<file path="src/rtl/uptime_bcd_ctr.sv">
// Parametrised packed-BCD uptime/event counter: up/down, clear, load, wrap or
// saturate, sticky overflow, carry pulse, snapshot. Macro UPTIME_BLANK_EN adds the blank mask.
module uptime_bcd_ctr #(
  parameter int P_DIGITS = 3,
  parameter bit P_SAT    = 1'b0
) (
  input  logic                  clk,
  input  logic                  rst,
  input  logic                  tick_en,
  input  logic                  up,
  input  logic                  clr,
  input  logic                  load,
  input  logic [P_DIGITS*4-1:0] load_val,
  input  logic                  snap,
  output logic [P_DIGITS*4-1:0] digits,
  output logic [P_DIGITS*4-1:0] snap_digits,
  output logic                  carry_o,
  output logic                  ovf,
  output logic                  load_err,
  output logic [P_DIGITS-1:0]   blank
);

  localparam int W = P_DIGITS * 4;

  logic [W-1:0] cnt_next, digits_d;
  logic [3:0]   nib;
  logic         ripple, all9, all0, load_ok, terminal;
  logic         ovf_d, carry_d, load_err_d;

  always_comb begin
    // NOTE: every variable gets a default before any branch, so no latch can be inferred.
    cnt_next   = digits;
    digits_d   = digits;
    ovf_d      = ovf;
    carry_d    = 1'b0;
    load_err_d = 1'b0;
    nib        = 4'd0;
    ripple     = 1'b1;
    all9       = 1'b1;
    all0       = 1'b1;
    load_ok    = 1'b1;

    // A digit steps only while every lower digit is at its roll-over value.
    for (int i = 0; i < P_DIGITS; i++) begin
      nib = digits[4*i +: 4];
      if (nib != 4'd9) all9 = 1'b0;
      if (nib != 4'd0) all0 = 1'b0;
      if (load_val[4*i +: 4] > 4'd9) load_ok = 1'b0;
      if (ripple) begin
        if (up) begin
          cnt_next[4*i +: 4] = (nib == 4'd9) ? 4'd0 : nib + 4'd1;
          ripple             = (nib == 4'd9);
        end else begin
          cnt_next[4*i +: 4] = (nib == 4'd0) ? 4'd9 : nib - 4'd1;
          ripple             = (nib == 4'd0);
        end
      end
    end

    terminal = up ? all9 : all0;

    if (clr) begin
      digits_d = '0;
      ovf_d    = 1'b0;
    end else if (load) begin
      if (load_ok) digits_d = load_val;
      else         load_err_d = 1'b1;
    end else if (tick_en) begin
      if (terminal) begin
        carry_d = 1'b1;
        ovf_d   = 1'b1;
        if (!P_SAT) digits_d = cnt_next;
      end else begin
        digits_d = cnt_next;
      end
    end
  end

  always_ff @(posedge clk or negedge rst) begin
    // NOTE: sequential state uses non-blocking assignments so every register samples pre-edge values.
    if (!rst) begin
      digits      <= '0;
      snap_digits <= '0;
      carry_o     <= 1'b0;
      ovf         <= 1'b0;
      load_err    <= 1'b0;
    end else begin
      digits   <= digits_d;
      carry_o  <= carry_d;
      ovf      <= ovf_d;
      load_err <= load_err_d;
      if (snap) snap_digits <= digits;
    end
  end

`ifdef UPTIME_BLANK_EN
  logic [P_DIGITS-1:0] blank_d;
  logic                zero_above;

  // Computed from the next count so the mask stays aligned with digits.
  always_comb begin
    blank_d    = '0;
    zero_above = 1'b1;
    for (int i = P_DIGITS - 1; i >= 1; i--) begin
      zero_above = zero_above & (digits_d[4*i +: 4] == 4'd0);
      blank_d[i] = zero_above;
    end
  end

  always_ff @(posedge clk or negedge rst) begin
    if (!rst) blank <= '0;
    else      blank <= blank_d;
  end
`else
  assign blank = '0;
`endif

endmodule

</file>
<file path="config.mk">
export PLATFORM = sky130hd
export DESIGN_NAME = uptime_bcd_ctr
export DESIGN_NICKNAME = d
export VERILOG_FILES = /design/src/rtl/uptime_bcd_ctr.sv
export SDC_FILE = /design/constraint.sdc
export NUM_CORES = 1
export LEC_CHECK = 0
export CORE_MARGIN = 2
export CORE_UTILIZATION = 45
export DETAILED_ROUTE_END_ITERATION = 8
export PLACE_DENSITY = 0.75
export REMOVE_ABC_BUFFERS = 1
export SYNTH_ARGS = -nofsm -noshare
export SYNTH_HDL_FRONTEND = slang
export SYNTH_SLANG_ARGS = --single-unit
</file>
<file path="constraint.sdc">
create_clock -name clk -period 4.6 [get_ports clk]
set_input_delay 0.92 -clock clk [delete_from_list [all_inputs] [get_ports clk]]
set_output_delay 0.92 -clock clk [all_outputs]
set_load 0.01 [all_outputs]
</file>
After elaboration in Yosys (flattened, before gate mapping) --
Index checks and enable logic that the tools add are counted.
Operators by class: multiplexer cells 39, add/sub/neg operators 6, eq/ne operators 8, order comparisons 3, reductions and logical operators 15
Operators with widths (number):
- $mux 12 | 4
- $mux 4 | 11
- $mux 1 | 24
- $add 4x1->4 const B | 3
- $eq 4x4->1 const B | 3
- $gt 4x4->1 const B | 3
- $logic_not 4->1 | 3
- $ne 4x4->1 const B | 3
- $reduce_bool 4->1 | 3
- $sub 4x1->4 const B | 3
- $reduce_and 3->1 | 3
- $reduce_bool 3->1 | 3
- $reduce_bool 2->1 | 2
- $ne 3x2->1 const B | 1
- $ne 2x2->1 const B | 1
- $reduce_and 2->1 | 1
Word-level totals: logic and storage cells 78, flip-flop bits (word level) 27, input port bits 19

Logic depth before layout (Yosys ltp) --
Gate-level depths: netlist (run 1).
depth after elaboration 9, mapped depth 7

Worst setup path before layout (run 1) --
OpenSTA, ideal clock, no wires.
path kind in2reg, from input port up, to register digits[11], path buffers 1, slack 2.066 ns, cell stages on the path 5, data arrival time 2.406 ns, cell sequence buf_6 > or4b_4 > a311o_1 > nor2_2 > mux2_1
Between the ends: longest elaborated chain between the ends 5, elaborated cells on any way between the ends 10
RTL lines:
- start: declaration | line 10 | input logic up,
- $mux 4 | line 50 | if (up) begin
- $mux 4 | line 49 | if (ripple) begin
- $mux 12 | line 68 | end else if (tick_en) begin
- $mux 12 | line 65 | end else if (load) begin
- $mux 12 | line 62 | if (clr) begin
- end signal: assignment | line 88 | digits <= digits_d;
- end: declaration | line 15 | output logic [P_DIGITS*4-1:0] digits,
Several ways; a longest one is shown, not always the timed one. The select of a mux whose other input is x is not followed. A chain may end at the register's enable or synchronous reset.

Final worst setup path (run 1) --
Ends and elaborated chain as after synthesis.

==> results.cfg, run 1 <==
[critical_path]
timing.reg2reg.worst_path_depth = 6
crit_path_max_incr_delay_ns = 0.57
crit_path_cell_trace = clkdlybuf4s50_1 -> or4b_4 -> a311o_1 -> nor2_2 -> mux2_1
ff2ff_setup_slack_ns = 2.02
cp.required_ns = 4.76
worst-path-buf-inv = 1
crit_start = up
cp.arrival_ns = 3.02
cp_top_family = simple AND/OR/NAND/NOR gates
critical_path.reg2reg.startpoint = digits[1]
crit_path_start_kind = input port
capture_point_of_the_worst_reg_to_reg_path = digits[11]
cp-end-kind = flop
crit_cells = 5
cp_max_delay_cell = sky130_fd_sc_hd__or4b_4
crit_fanout = 11
critical_path_end = digits[11]
worstSetupPathType = in2reg

[global_routing]
track_usage_pct = 20.39
grt_max_degree = 28
grt_first_pass_wirelength_um = 7086
antenna_found_initial = 0
grt.overflow.total = 0
via_count_of_the_first_global_routing_pass = 1471

[min_path]
whs_path_depth = 1
type_of_the_tightest_min_delay_check = reg2reg

[synthesis]
netlist_cell_types = 51
synth_top_area_share_pct = 36.89
synth_top_cell_by_area = sky130_fd_sc_hd__dfrtp_1
synth-async-reset-ratio_pct = 100.0
post_synth_instance_area_sq_mm = 0.001832
synth_seq_area_share_pct = 36.89
syn_inst = 199
synth.top_cells.by_area = sky130_fd_sc_hd__dfrtp_1, sky130_fd_sc_hd__mux2_2, sky130_fd_sc_hd__ha_1
syn_avg_cell_area_sq_um = 9.205
ys_warn_count = 0
ys.flop_type = sky130_fd_sc_hd__dfrtp_1
synth.ff_latch_count = 27
synth.most_common_cell = sky130_fd_sc_hd__dfrtp_1
synth_enable_flop_cells = 0
yosys-top-cells-count = sky130_fd_sc_hd__dfrtp_1, sky130_fd_sc_hd__a21oi_1, sky130_fd_sc_hd__nor2_1, sky130_fd_sc_hd__mux2_2, sky130_fd_sc_hd__nand2_1

[timing]
fin_crit_sh_pct = 62.10
worst_pin_slew_ns = 0.5519
max-slew-margin-rel_pct = 63.13
hold-worst-slack_ns = 0.5055
maxSlewViolCount = 0
clock_skew_ns = 0.004648
fmax_ghz = 0.3500
fin_crit_ns = 2.857
timing_hold_violations_final = 0
timing.final.setup_violations = 0
fin_tns_setup_ns = 0
rsz0062_at_grt = no

[floorplan]
die-area_sq_mm = 0.004597
start_util_pct = 46.12
die-width_um = 67.80
ioPinCount = 49
core_region_area_sq_mm = 0.003971
die_span_in_y_um = 67.80
rows = 23

[power_and_ir_drop]
worst_ir_drop_vdd_mv = 0.1765
power_total_uw = 840.8
power.density_mw_per_mm2 = 360.5
power.static_leakage_uw = 0.0009942

[clock_tree]
clock_latency_late_sink_ns = 0.27
cts.reportedPaths.clkPinSlew_ns = 0.09
post_cts_setup_buffers = 0
holdBufCountCts = 0
clock-root-buffer = sky130_fd_sc_hd__clkbuf_8
cts.sink_count = 27
cts-htree-levels = 1
post_cts_resize_count = 0
ctsLongestPathBuffers = 2
cts_tree = built
cts_inserted_buffers = 3

[layout]
nets = 266
area_of_the_multi_input_gates_sq_mm = 0.001042
antenna_cells_inserted = 0
areaGrowthSynthToFinish_pct = 27.32
n_fill_cell = 346
area.sequential_sq_um = 675.6
summed_area_of_non_filler_cells_in_the_final_layout_sq_mm = 0.002332
post_route_cells_drive_above_1_share_pct = 10.59

[placement]
routabilityCongestion = 0.8765
placed_cell_area_sq_mm = 0.002287
hpwl_um = 3213
placement.io_buffers = 45

[drt]
drt-pass1-iter-count = 4
post-route-drc-count = 0
drt_iter0_drc = 166
wirelength_per_cell_um = 15.01
detail_route.wirelength_um = 4292
num_vias = 1613
ant_nets = 0
routed_via_density = 5.640

[flow_run]
drv.max_cap_violation_count = 0

[outcome]
status = finished, final reports clean
[state kept, by name (all words and copies together) (netlist names)]
name         cells
digits          12
snap_digits     12
load_err         1
carry_o          1
ovf              1
[worst min-delay path by stage]
stage / startpoint / to / slack, ns
floorplan: ovf / ovf / 0.52
global placement: ovf / ovf / 0.47
detailed placement: ovf / ovf / 0.48
CTS: ovf / ovf / 0.50
global route: snap_digits[1] / snap_digits[1] / 0.54
finish: ovf / ovf / 0.51
[kinds of logic after synthesis]
| family | synth area share [%] |
|---|---|
| flops | 36.89 |
| xor+xnor | 0.9565 |
| fa+ha+maj | 6.831 |
| compound gates | 20.15 |
| simple gates | 16.33 |
| buf+inv | 6.625 |
| other cells | 0.2047 |
| mux | 12.02 |
[where the power goes]
part	switching (uW)	internal (uW)
Sequential	68.5	282
Clock	75.8	62.2
Combinational	158	195
Total	302	539
[routing by layer]
metal	vias up	track usage [%]	share of wire (%)
met5	-	0	0
met4	0	3.750	0.79
met3	5	3.167	6.1
met2	51	30.76	46
met1	774	31.06	48
li1	783	-	-
[final cells by class]
| type | instances | share of cell area, % |
|---|---|---|
| Multi-Input combinational cell | 147 | 44.69 |
| Sequential cell | 27 | 28.97 |
| Timing Repair Buffer | 47 | 19.96 |
| Tap cell | 50 | 2.682 |
| Clock buffer | 4 | 1.931 |
| Inverter | 11 | 1.770 |
[metrics by stage]
stage	setup WS, ns	cells	utilization [%]
2_1_floorplan	2.035	185	-
3_3_place_gp	1.478	282	57.59
3_5_place_dp	1.453	282	57.59
4_1_cts	1.745	286	58.73
5_1_grt	1.599	286	58.73
6_report	1.743	286	58.73
[layout by cell type, fill, tap and decap left out, types with 2 or more instances in the layout]
master and instances:
sky130_fd_sc_hd__nand2b_1 3, sky130_fd_sc_hd__o21ai_1 3, sky130_fd_sc_hd__o41ai_2 2, sky130_fd_sc_hd__nand3_1 3, sky130_fd_sc_hd__a221oi_1 2, sky130_fd_sc_hd__a311oi_1 3
sky130_fd_sc_hd__o211ai_1 2, sky130_fd_sc_hd__ha_1 10, sky130_fd_sc_hd__a21oi_1 17, sky130_fd_sc_hd__conb_1 3, sky130_fd_sc_hd__mux2i_1 4, sky130_fd_sc_hd__a22oi_1 3
sky130_fd_sc_hd__mux2_2 14, sky130_fd_sc_hd__inv_1 11, sky130_fd_sc_hd__o21ai_0 10, sky130_fd_sc_hd__nand2_1 12, sky130_fd_sc_hd__nor2b_1 6, sky130_fd_sc_hd__a31oi_1 2
sky130_fd_sc_hd__nor3_1 5, sky130_fd_sc_hd__nor2_1 17, sky130_fd_sc_hd__mux2_1 2, sky130_fd_sc_hd__dfrtp_1 27, sky130_fd_sc_hd__buf_4 2, sky130_fd_sc_hd__clkdlybuf4s50_1 45
sky130_fd_sc_hd__clkbuf_8 3
Note: power is estimated with default switching activity, not from simulation.
==> run 2, diff against run 1 <==
--- a/config.mk
+++ b/config.mk
@@ -6,9 +6,9 @@
 export NUM_CORES = 1
 export LEC_CHECK = 0
 export CORE_MARGIN = 2
-export CORE_UTILIZATION = 45
+export CORE_UTILIZATION = 44
 export DETAILED_ROUTE_END_ITERATION = 8
-export PLACE_DENSITY = 0.75
+export PLACE_DENSITY = 0.77
 export REMOVE_ABC_BUFFERS = 1
 export SYNTH_ARGS = -nofsm -noshare
 export SYNTH_HDL_FRONTEND = slang
==> constraint.sdc (replaced) <==
create_clock -name clk -period 2.45 [get_ports clk]
set_input_delay 0.49 -clock clk [delete_from_list [all_inputs] [get_ports clk]]
set_output_delay 0.49 -clock clk [all_outputs]
set_load 0.01 [all_outputs]
==> results.cfg, run 2 (synthesized netlist as in run 1, its figures left out) <==
[layout]
areaGrowthSynthToFinish_pct = 33.13
reg.largest.list = digits (12), snap_digits (12)
mostFrequentLayoutCells = sky130_fd_sc_hd__clkdlybuf4s50_1, sky130_fd_sc_hd__dfrtp_1, sky130_fd_sc_hd__nor2_1, sky130_fd_sc_hd__a21oi_1, sky130_fd_sc_hd__buf_4
post_route_cells_drive_above_1_share_pct = 16.00
n_fill_cell = 354
layout_commonest_cell = sky130_fd_sc_hd__clkdlybuf4s50_1
nets = 280
antenna_cells_inserted = 0
finalCoreUtilization_pct = 60.96

[power_and_ir_drop]
worst_ir_drop_vdd_mv = 0.4250
power.static_leakage_uw = 0.001065
power.density_mw_per_mm2 = 670.0

[clock_tree]
cts.reportedPaths.clkPinSlew_ns = 0.10
cts_tree = built
cts.sink_count = 27
post_cts_setup_buffers = 0
cts_inserted_buffers = 3
ctsLongestPathBuffers = 2
post_cts_resize_count = 0
clock-root-buffer = sky130_fd_sc_hd__clkbuf_8
holdBufCountCts = 0
cts-htree-levels = 1
clock_latency_late_sink_ns = 0.28

[drt]
drt_iter0_drc = 170
top_layer = met4
wirelength_per_cell_um = 15.56
drt-pass1-iter-count = 5
post-route-drc-count = 0
m1WireLength_um = 2161
num_vias = 1667
detail_route.wirelength_um = 4667
met2_wirelength_um = 2087
routed_via_density = 5.557
route.met3.wl_um = 295
ant_nets = 0

[critical_path]
crit_path_max_incr_delay_ns = 0.50
crit_fanout = 6
worstSetupPathType = reg2reg
cp.required_ns = 2.61
crit_path_start_kind = flop
crit_path_cell_trace = inv_1 -> ha_1 -> or4b_4 -> a311o_1 -> nor2_2 -> mux2_1
cp_max_delay_cell = sky130_fd_sc_hd__or4b_4
cp.arrival_ns = 2.46
cp-end-kind = flop

[floorplan]
start_util_pct = 45.79
ioPinCount = 49
die_span_in_y_um = 68.52
rows = 23
die-area_sq_mm = 0.004695
die-width_um = 68.52
core_region_area_sq_mm = 0.004000

[placement]
placement.io_buffers = 45
hpwl_um = 3504
routabilityCongestion = 0.9182
post-place-ws_ns = -0.003650

[flow_run]
drv.max_cap_violation_count = 0

[timing]
timing_hold_violations_final = 0
fmax_ghz = 0.4357
clock_skew_ns = 0.01252
worst_pin_slew_ns = 0.5215
setup_ws_ns = 0.1551
maxSlewViolCount = 0
max-slew-margin-rel_pct = 65.13
fin_crit_sh_pct = 93.67
timing.final.setup_violations = 0
fin_crit_ns = 2.295
rsz0062_at_grt = no

[global_routing]
grt_first_pass_wirelength_um = 7548
via_count_of_the_first_global_routing_pass = 1565
grt_max_degree = 28
grt.overflow.total = 0
antenna_found_initial = 0
track_usage_pct = 21.61

[outcome]
status = finished, final reports clean

[min_path]
type_of_the_tightest_min_delay_check = reg2reg
## run 2: final timing paths
kind	endpoint	start	cells after the start	slack (ns)
max	digits[9]	digits[1]	6	0.16
min	ovf	ovf	1	0.51
max reg2reg	digits[9]	digits[1]	6	0.16
min reg2reg	ovf	ovf	1	0.51
max in group asynchronous	ovf	rst	2	1.61
min in group asynchronous	snap_digits[4]	rst	2	0.57
## run 2: per-stage QoR
step | setup TNS, ns | std cells | cell area (sq um) | hold slack [ns] | total power (uW)
2_1_floorplan | 0 | 185 | 1759 | 0.1944 | 1001
4_1_cts | 0 | 300 | 2439 | 0.5124 | 1636
3_5_place_dp | -0.003861 | 296 | 2392 | 0.4875 | 1373
3_3_place_gp | 0 | 296 | 2392 | 0.4797 | 1362
5_1_grt | 0 | 300 | 2439 | 0.5270 | 1737
6_report | 0 | 300 | 2439 | 0.5104 | 1634
## run 2: layout make-up
cell class                      count  area (sq um)  area share (%)
Clock buffer                        3         41.29           1.693
Clock inverter                      1         5.005          0.2052
Sequential cell                    27         675.6           27.71
Timing Repair Buffer               61         570.5           23.40
Tap cell                           50         62.56           2.565
Inverter                           11         41.29           1.693
Multi-Input combinational cell    147          1042           42.74
## run 2: where the power goes
part           switching (uW)  internal (uW)
Sequential                104            530
Combinational             338            399
Clock                     149            114
Total                     591           1040
## run 2: per-layer routing
metal | GRT usage, % | up-vias
met5 | 0 | -
met4 | 6.750 | 0
met3 | 3.571 | 12
met2 | 33.17 | 68
met1 | 31.12 | 780
li1 | - | 807
## run 2: worst max-delay path: cells and delay by family (launching register included)
kind,cells,cell delay [ns]
flops,1,0.40
simple gates,2,0.67
compound gates,1,0.35
mux,1,0.33
fa+ha+maj,1,0.28
buf+inv,1,0.13
